File: src/rtl/simd_vec_mem_responder_pkg.sv
// Shared widths, lane helpers and state encoding for the SIMD memory responder.
package simd_pkg;
    localparam int DATA_W = 32;
    localparam int LANES  = 4;
    localparam int VEC_W  = DATA_W * LANES;
    localparam int OFF_W  = 2;

    localparam logic [OFF_W-1:0] FIRST_LANE = '0;
    localparam logic [OFF_W-1:0] LAST_LANE  = OFF_W'(LANES - 1);

    typedef enum logic [1:0] {
        ST_IDLE = 2'd0,
        ST_BEAT = 2'd1,
        ST_RESP = 2'd2
    } state_t;

    // Extract 32-bit lane idx from a 128-bit vector.
    function automatic logic [DATA_W-1:0] lane_of(input logic [VEC_W-1:0] v,
                                                  input logic [OFF_W-1:0] idx);
        return v[idx*DATA_W +: DATA_W];
    endfunction
endpackage

File: src/rtl/simd_vec_mem_responder_if.sv
// Request/response bus between the SIMD processor and the memory responder.
interface simd_vec_mem_responder_if #(parameter int ADDR_W = 4);
    import simd_pkg::*;

    logic              req_valid;
    logic              req_ready;
    logic              req_write;
    logic              req_vec;
    logic [ADDR_W-1:0] req_addr;
    logic [VEC_W-1:0]  req_wdata;
    logic              rsp_valid;
    logic              rsp_ready;
    logic [VEC_W-1:0]  rsp_rdata;

    modport master (
        output req_valid, req_write, req_vec, req_addr, req_wdata, rsp_ready,
        input  req_ready, rsp_valid, rsp_rdata
    );

    modport slave (
        input  req_valid, req_write, req_vec, req_addr, req_wdata, rsp_ready,
        output req_ready, rsp_valid, rsp_rdata
    );
endinterface

File: src/rtl/simd_vec_mem_responder_ram.sv
// Word memory: asynchronous read, synchronous write, contents survive reset.
module simd_word_ram
    import simd_pkg::*;
#(
    parameter int DEPTH  = 16,
    parameter int ADDR_W = 4
) (
    input  logic              clk,
    input  logic              we,
    input  logic [ADDR_W-1:0] addr,
    input  logic [DATA_W-1:0] wdata,
    output logic [DATA_W-1:0] rdata
);
    logic [DATA_W-1:0] mem [DEPTH];

    assign rdata = mem[addr];

    // Single write port, no reset so data is retained across reset.
    always_ff @(posedge clk) begin
        if (we) mem[addr] <= wdata;
    end
endmodule

File: src/rtl/simd_vec_mem_responder.sv
// Memory-side responder: serialises scalar/vector LD/ST into 32-bit beats
// against a local word RAM and returns an assembled 128-bit response.
module simd_vec_mem_responder
    import simd_pkg::*;
#(
    parameter int DEPTH  = 16,
    parameter int ADDR_W = 4
) (
    input  logic                   clk,
    input  logic                   reset,
    simd_vec_mem_responder_if.slave bus,
    output logic [OFF_W-1:0]       offset,
    output logic [DATA_W-1:0]      mem_write_data,
    output logic                   busy
);
    state_t            state, state_nxt;
    logic              wr_q, vec_q;
    logic [ADDR_W-1:0] addr_q;
    logic [VEC_W-1:0]  wdata_q;
    logic [VEC_W-1:0]  asm_q, asm_nxt;
    logic [VEC_W-1:0]  rdata_q;
    logic              accept, last_beat, ram_we;
    logic [ADDR_W-1:0] ram_addr;
    logic [DATA_W-1:0] ram_wdata, ram_rdata;

    assign accept    = (state == ST_IDLE) && bus.req_valid;
    assign last_beat = vec_q ? (offset == LAST_LANE) : (offset == FIRST_LANE);
    // Narrow add wraps modulo DEPTH (15 -> 0 for a vector at the top).
    assign ram_addr  = addr_q + ADDR_W'(offset);
    assign ram_we    = (state == ST_BEAT) && wr_q;
    assign ram_wdata = lane_of(wdata_q, offset);

    assign bus.req_ready = (state == ST_IDLE);
    assign bus.rsp_valid = (state == ST_RESP);
    assign bus.rsp_rdata = rdata_q;
    assign busy          = (state != ST_IDLE);
    assign mem_write_data = ram_we ? ram_wdata : '0;

    simd_word_ram #(.DEPTH(DEPTH), .ADDR_W(ADDR_W)) u_ram (
        .clk   (clk),
        .we    (ram_we),
        .addr  (ram_addr),
        .wdata (ram_wdata),
        .rdata (ram_rdata)
    );

    // Assembly register with the current beat's read word merged in.
    always_comb begin
        asm_nxt = asm_q;
        asm_nxt[offset*DATA_W +: DATA_W] = ram_rdata;
    end

    // State register.
    always_ff @(posedge clk or negedge reset) begin
        if (!reset) state <= ST_IDLE;
        else        state <= state_nxt;
    end

    // Next-state decode.
    always_comb begin
        state_nxt = state;
        case (state)
            ST_IDLE: if (accept)        state_nxt = ST_BEAT;
            ST_BEAT: if (last_beat)     state_nxt = ST_RESP;
            ST_RESP: if (bus.rsp_ready) state_nxt = ST_IDLE;
            default:                    state_nxt = ST_IDLE;
        endcase
    end

    // Request latch, beat counter and response assembly.
    always_ff @(posedge clk or negedge reset) begin
        if (!reset) begin
            wr_q    <= 1'b0;
            vec_q   <= 1'b0;
            addr_q  <= '0;
            wdata_q <= '0;
            asm_q   <= '0;
            rdata_q <= '0;
            offset  <= '0;
        end else begin
            case (state)
                ST_IDLE: begin
                    if (accept) begin
                        wr_q    <= bus.req_write;
                        vec_q   <= bus.req_vec;
                        addr_q  <= bus.req_addr;
                        wdata_q <= bus.req_wdata;
                        asm_q   <= '0;
                        offset  <= '0;
                    end
                end
                ST_BEAT: begin
                    if (!wr_q) asm_q <= asm_nxt;
                    // rsp_rdata only moves on entry to RESP, never mid-burst.
                    if (last_beat) rdata_q <= wr_q ? '0 : asm_nxt;
                    else           offset  <= offset + 1'b1;
                end
                default: ;
            endcase
        end
    end
endmodule
File: src/flat_wrapper.sv
// flat-port wrapper written by rule: the top's interface ports become plain ports
module simd_vec_mem_responder_flat import simd_pkg::*;
#(
    parameter int DEPTH  = 16,
    parameter int ADDR_W = 4
)
  (clk, reset, offset, mem_write_data, busy, bus_req_valid, bus_req_write, bus_req_vec, bus_req_addr, bus_req_wdata, bus_rsp_ready, bus_req_ready, bus_rsp_valid, bus_rsp_rdata);
  simd_vec_mem_responder_if #(.ADDR_W(ADDR_W)) bus_i ();
  input  logic clk;
  input  logic reset;
  output logic [OFF_W-1:0] offset;
  output logic [DATA_W-1:0] mem_write_data;
  output logic busy;
  input wire logic [$bits(bus_i.req_valid)-1:0] bus_req_valid;
  input wire logic [$bits(bus_i.req_write)-1:0] bus_req_write;
  input wire logic [$bits(bus_i.req_vec)-1:0] bus_req_vec;
  input wire logic [$bits(bus_i.req_addr)-1:0] bus_req_addr;
  input wire logic [$bits(bus_i.req_wdata)-1:0] bus_req_wdata;
  input wire logic [$bits(bus_i.rsp_ready)-1:0] bus_rsp_ready;
  output wire logic [$bits(bus_i.req_ready)-1:0] bus_req_ready;
  output wire logic [$bits(bus_i.rsp_valid)-1:0] bus_rsp_valid;
  output wire logic [$bits(bus_i.rsp_rdata)-1:0] bus_rsp_rdata;
  assign bus_i.req_valid = bus_req_valid;
  assign bus_i.req_write = bus_req_write;
  assign bus_i.req_vec = bus_req_vec;
  assign bus_i.req_addr = bus_req_addr;
  assign bus_i.req_wdata = bus_req_wdata;
  assign bus_i.rsp_ready = bus_rsp_ready;
  assign bus_req_ready = bus_i.req_ready;
  assign bus_rsp_valid = bus_i.rsp_valid;
  assign bus_rsp_rdata = bus_i.rsp_rdata;
  simd_vec_mem_responder #(.DEPTH(DEPTH), .ADDR_W(ADDR_W)) u_core (.clk(clk), .reset(reset), .bus(bus_i), .offset(offset), .mem_write_data(mem_write_data), .busy(busy));
endmodule
File: config.mk
export PLATFORM = sky130hd
export DESIGN_NAME = simd_vec_mem_responder_flat
export DESIGN_NICKNAME = d
export VERILOG_FILES = /design/src/rtl/simd_vec_mem_responder_pkg.sv /design/src/rtl/simd_vec_mem_responder_if.sv /design/src/rtl/simd_vec_mem_responder_ram.sv /design/src/rtl/simd_vec_mem_responder.sv /design/src/flat_wrapper.sv
export SDC_FILE = /design/constraint.sdc
export NUM_CORES = 1
export LEC_CHECK = 0
export BUFFER_PORTS_ARGS = -buffer_cell sky130_fd_sc_hd__buf_2
export CORE_ASPECT_RATIO = 1.2
export CORE_UTILIZATION = 40
export DETAILED_ROUTE_END_ITERATION = 8
export PLACE_DENSITY = 0.62
export REMOVE_ABC_BUFFERS = 1
export SYNTH_ARGS = -nofsm -noshare
export SYNTH_HDL_FRONTEND = slang
export SYNTH_SLANG_ARGS = --single-unit
File: constraint.sdc
create_clock -name clk -period 6.89 [get_ports clk]
set_clock_uncertainty 0.15 [all_clocks]
set_input_delay 1.0335 -clock clk [delete_from_list [all_inputs] [get_ports clk]]
set_output_delay 1.0335 -clock clk [all_outputs]
set_load 0.03 [all_outputs]
# Yosys cells after proc, flatten, opt, wreduce, memory -nomap -nowiden
# Memory sizes are Yosys's and may differ from the RTL's.
# Cells that the tools add are included.
# totals
ff_bits	394
ram_bits	512
inputBits	138
out_inout_bits	165
wordCells	50
memories	1
# op_classes
addsub	3
n_eq_ne	8
shift	3
muxes	16
n_reduce_logical	11
# mem_list
memory	depth	word_bits	read_ports	rd_clocked_by_memory_dff	write_ports	line_no	rtl
u_core.u_ram.mem	16	32	1	0	1	simd_vec_mem_responder_ram.sv:14	logic [DATA_W-1:0] mem [DEPTH];
# ops
cell	n
128-bit 2-to-1 mux	3
128-bit case mux with 2 select lines	1
128-bit bitwise mux	1
32-bit by 34-bit variable shift with 128-bit output, first input constant	1
128-bit by 8-bit variable part select with 32-bit output	1
32-bit by 34-bit variable part select with 128-bit output	1
7-bit negator with 34-bit output	1
32-bit 2-to-1 mux	1
2-bit 2-to-1 mux	5
3-bit AND reduction	3
2-bit != test, second input constant	3
2-bit case mux with 3 select lines	1
4-bit by 2-bit adder with 4-bit output	1
2-bit == test, second input constant	2
2-bit logical NOT	2
2-bit by 1-bit != test with 1-bit output, second input constant	2
2-bit case mux with 2 select lines	1
2-bit AND reduction	2
2-bit nonzero test	2
1-bit 2-to-1 mux	3
2-bit by 1-bit adder with 2-bit output, second input constant	1
2-bit by 1-bit == test with 1-bit output, second input constant	1
1-bit logical AND	2

# Logic depth before layout (Yosys ltp)
# An unclocked memory read counts as a cell.
# depth
word_depth	6
mapped_depth	10
mapped_depth_nobuf	6

# Cells and area by module
# A second synthesis with hierarchy kept.
# hier_totals
cells_unflattened	2110
hier_area_um2	37076.8
# by_module_without_submodules
mod	n_inst	cells_each	area_each_um2	seq_area_each_um2
simd_word_ram	1	808	19222.2	15374.7
simd_vec_mem_responder	1	1302	17854.6	9859.5

# Least setup slack after synthesis
# Ideal clock, no wire load.
# synth_path
path_type	register -> register
from	reg u_core.offset[0]
to	mem u_core.u_ram.mem[0][0], enable pin
setup_time_ps	461
arrival_time_ps	4595
required_ps	6279
slack_ps	1684
stages_incl_launch_ff	8
path_buffers	3
cell_sequence	dfrtp_1 -> ha_1 -> fa_1 -> buf_2 -> buf_2 -> buf_2 -> or4_1 -> nor3_1
# synth_between
elab_chain_len	1
# synth_rtl
item	line_no	rtl
from (decl)	simd_vec_mem_responder.sv:12	output logic [OFF_W-1:0] offset,
from (signal assigned)	simd_vec_mem_responder.sv:96	else offset <= offset + 1'b1;
4-bit by 2-bit adder with 4-bit output	simd_vec_mem_responder.sv:29	assign ram_addr = addr_q + ADDR_W'(offset);
to (decl)	simd_vec_mem_responder_ram.sv:14	
# No other way between the ends.

# Worst setup path after layout
# layout_path
from	reg u_core.offset[0]
to	reg u_core.asm_q[125]
# layout_between
elab_chain_len	6
elab_cells_between_ends	8
cone_classes	add/sub (2); shift (2); mux (3); memory (1)
# layout_rtl
item	line_no	rtl
4-bit by 2-bit adder with 4-bit output	simd_vec_mem_responder.sv:29	
memory 16 x 32 bit	n/a	
32-bit by 34-bit variable part select with 128-bit output	simd_vec_mem_responder.sv:50	asm_nxt[offset*DATA_W +: DATA_W] = ram_rdata;
128-bit bitwise mux (*)	simd_vec_mem_responder.sv:50	
128-bit 2-to-1 mux (*)	simd_vec_mem_responder.sv:93	if (!wr_q) asm_q <= asm_nxt;
128-bit case mux with 2 select lines (*)	simd_vec_mem_responder.sv:81	case (state)
to (signal assigned)	simd_vec_mem_responder.sv:93	
to (decl)	simd_vec_mem_responder.sv:20	logic [VEC_W-1:0] asm_q, asm_nxt;
# Mark *: on every way between the ends. The rest lies on a longest branch, timed or not. The select of a mux whose other input is x is not followed.
# A chain may end at the register's enable or synchronous reset.

==> summary.md <==
| Metric | Value |
|---|---|
| Status | finished, violations left |
| Failing checks | capacitance limit, slew limit |
| Slowest stage delay, CP | 1.52 ns |
| Unrepaired setup endpoints after global routing | false |
| Most instantiated cells after synthesis | edfxtp_1 (512), dfrtp_1 (394), o221ai_1 (256) |
| GRT Overall Usage | about a quarter |
| Layout cells sized above 1 | about a third |
| CP max FO | 66 |
| Hold buffer count at cts | 0 |
| Global route overflow | 0 |
| Ys Warns | 0 |
| Vias in the first global route | ~24,000 |
| Top_reg_cell synth | edfxtp_1 |
| Post-synth top area share | between 40 and 50% |
| CTS Buffer Depth | 3 |
| Mapped Cells | around 2,200 |
| Nets | approximately 2,600 |
| Largest cells by area after synthesis | edfxtp_1 (41%), dfrtp_1 (27%), mux4_2 (9.7%) |
| CP startpoint | u_core.offset[0] |
| Static leakage | about 16 nW |
| I/O Pins | between 300 and 400 |
| Final wirelength | between 100,000 and 150,000 microns |
| Arrival time at the worst endpoint | about 5.3 ns |
| Post-synth EDFFs | around 510 |
| # clock sinks | slightly above 900 |
| Chip height | between 300 and 400 microns |
| Largest net degree at the start of global routing | between 100 and 150 |
| Routed WL per cell | about 30 microns |
| DRT iter0 DRCs | around 2,500 |
| Part of the power in combinational logic | between 40 and 50% |
| Synth Register Bits | 906 |
| Mapped cell area | roughly 0.037 sq mm |
| Fin crit period | 4.95 ns |
| Worst-Skew Late Latency | ~0.67 ns |
| DRC viols | 0 |
| Initial Utilization | just over 40% |
| Peak VDD IR | roughly 0.00046 V |
| Post-CTS sizing | 0 |
| Final Max Tran Viols | 16 |
| Worst path slowest cell | fa_4 |
| First-pass GRT wire length | around 170,000 microns |
| Max-Cap Viols | 1 |
| WP data required | between 7 and 8 ns |
| Post-synthesis sequential area ratio | 67.9% |
| Pre-CTS WS | 1.97 ns |
| Via density | 6.19 |
| Final setup viols | 0 |
| Netlist cell types | 39 |
| Num CTS Buffers | 94 |
| Root Buffer | clkbuf_16 |
| H-tree depth | 3 |
| DRT Pass-1 Iters | 5 |
| Synth Area per Inst | 16.9 sq um |
| Row count | around 120 |
| CP Launch Type | flip-flop |
| DIE WIDTH | approximately 280 microns |
| Final period utilization | a little under three quarters |
| Sw Ratio | 41.4% |
| P_sw | roughly 0.01 W |
| Register share of total power | a little over a third |
| Die Footprint | 0.0942 sq mm |
| CP delay by family, top | adder cells |
| Post-CTS setup buffers | 0 |
| Antenna Nets Post-Route | 0 |
| PwrDens | approximately 560 mW/mm^2 |
| FMAX | roughly 200 MHz |
| Initial antenna violation count | 6 |
| Worst r2r src | u_core.offset[0] |
| Tightest Hold Check Type | input port to async pin |
| WS Path Type | flip-flop to flip-flop |
| Yosys top cell by area | edfxtp_1 |
| Routability cong. | slightly above 0.8 |
| Pint | about 0.014 W |
| P&R area growth vs syn | 16.4% |
| Vias after detailed routing | 23,700 |
| Core Region | between 0.09 and 0.1 sq mm |
| Clk pin slew, worst setup/hold paths | roughly 0.060 ns |
| Max_slew headroom | -0.226% |
| Clock power share | between 20% and 30% |
| Ys async rst share | a little over two fifths |
| Final-report hold violation count | 0 |
| Most common cell in the synthesized netlist | edfxtp_1 |
| CTS tree | built |
| IO buf count | 302 |
| WP buf/inv | 1 |
| Worst setup EP type | flip-flop |
| HPWL after DPL | 68,100 microns |
| Setup ws final | 1.94 ns |
| Final Util | 46.9% |
| Actual slew at the worst max-slew pin | approximately 1.5 ns |
| Critical Path, Cell by Cell | ha_4, fa_4, buf_4, mux4_2, mux2i_1, o221ai_1 |
| Worst R2R Setup Slack | 1.94 ns |
-- cell type report --
type	instances	area, sq um
antenna	2	5.00
clock buffer	123	2530
clock inverter	51	499
fill	7969	48900
inverter	6	22.5
multi-input combinational	1124	11300
sequential	906	25200
tap	1240	1550
timing repair buffer	369	2060
-- kinds of logic (layout without fill, tap and decap cells) --
logic type / count (synthesis) / after routing / share of synthesized area (%)
adders and majority gates: 9 / 9 / 0.323
AOI/OAI and AO/OA: 504 / 504 / 11.0
DFF: 906 / 906 / 67.9
muxes: 358 / 358 / 15.5
buffers and inverters: 169 / 549 / 2.04
and+or+nand+nor: 251 / 251 / 3.19
other: 0 / 2 / 0
xor gates and xnor gates: 2 / 2 / 0.0673
-- worst register-to-register path, cell delays in order, from the launching register on --
cell and delay (ns):
dfrtp_4 0.68, ha_4 0.28, fa_4 1.52, buf_4 0.81
mux4_2 0.48, mux2i_1 0.61, o221ai_1 0.25
-- power by group through the flow --
stage | combinational [W] | sequential [W] | clock (W)
4_1_cts | 0.0106 | 0.00844 | 0.00515
3_3_place_gp | 0.0103 | 0.00846 | 0
6_report | 0.0107 | 0.00844 | 0.00508
5_1_grt | 0.0113 | 0.00854 | 0.00535
2_1_floorplan | 0.00664 | 0.00891 | 0
3_5_place_dp | 0.0106 | 0.00853 | 0
-- stage by stage --
| step | area, sq um | cells | hold WS, ns | total power, W | setup TNS (ns) |
|---|---|---|---|---|---|
| final | 43300 | 3821 | 0.208 | 0.0242 | 0 |
| after global routing | 43200 | 3819 | 0.244 | 0.0252 | 0 |
| after CTS | 43200 | 3819 | 0.234 | 0.0242 | 0 |
| after detailed placement | 40200 | 3645 | 0.324 | 0.0191 | 0 |
| after global placement | 40200 | 3645 | 0.319 | 0.0188 | 0 |
| after floorplan | 36400 | 2036 | 0.307 | 0.0156 | -1558.62 |
-- cell usage in the layout (no fill, tap or decap), types with 7 or more instances in the layout --
cell | netlist | final
buf_2 | 39 | 301
nand3b_1 | 10 | 10
a22oi_1 | 22 | 22
o21bai_1 | 106 | 106
clkbuf_16 | 0 | 95
clkinv_1 | 0 | 17
nor3_2 | 0 | 9
mux4_2 | 160 | 160
o221ai_1 | 256 | 256
ha_1 | 8 | 7
clkinv_2 | 0 | 13
clkbuf_1 | 104 | 23
nand2_1 | 153 | 153
a211oi_1 | 106 | 106
and2_1 | 33 | 32
edfxtp_1 | 512 | 512
mux2_2 | 133 | 133
bufinv_16 | 0 | 9
mux2i_1 | 64 | 64
nor2_2 | 0 | 11
buf_4 | 4 | 64
dfrtp_1 | 394 | 392
-- routing by layer --
layer	global-route usage, %	wire length [microns]
met5	0	0
met4	11.2	4850
met3	5.84	11000
met2	38.7	54700
met1	31.9	44600
-- worst paths after layout --
check	end	cells after the start
worst max-delay path	u_core.asm_q[125]	6
worst min register to register	u_core.asm_q[26]	2
worst max register to register	u_core.asm_q[125]	6
max in group asynchronous	u_core.asm_q[29]	2
min in group clk	u_core.asm_q[26]	2
worst min-delay path	u_core.wdata_q[69]	1
-- state kept, by name, summed over array words and instances, names as in the netlist --
signal	flops
u_core.wdata_q	128
u_core.u_ram.mem	512
u_core.wr_q	1
u_core.bus.rsp_rdata	128
u_core.asm_q	128
u_core.offset	2
u_core.state	2
u_core.addr_q	4
u_core.vec_q	1
Note: power is estimated with default switching activity, not from simulation.
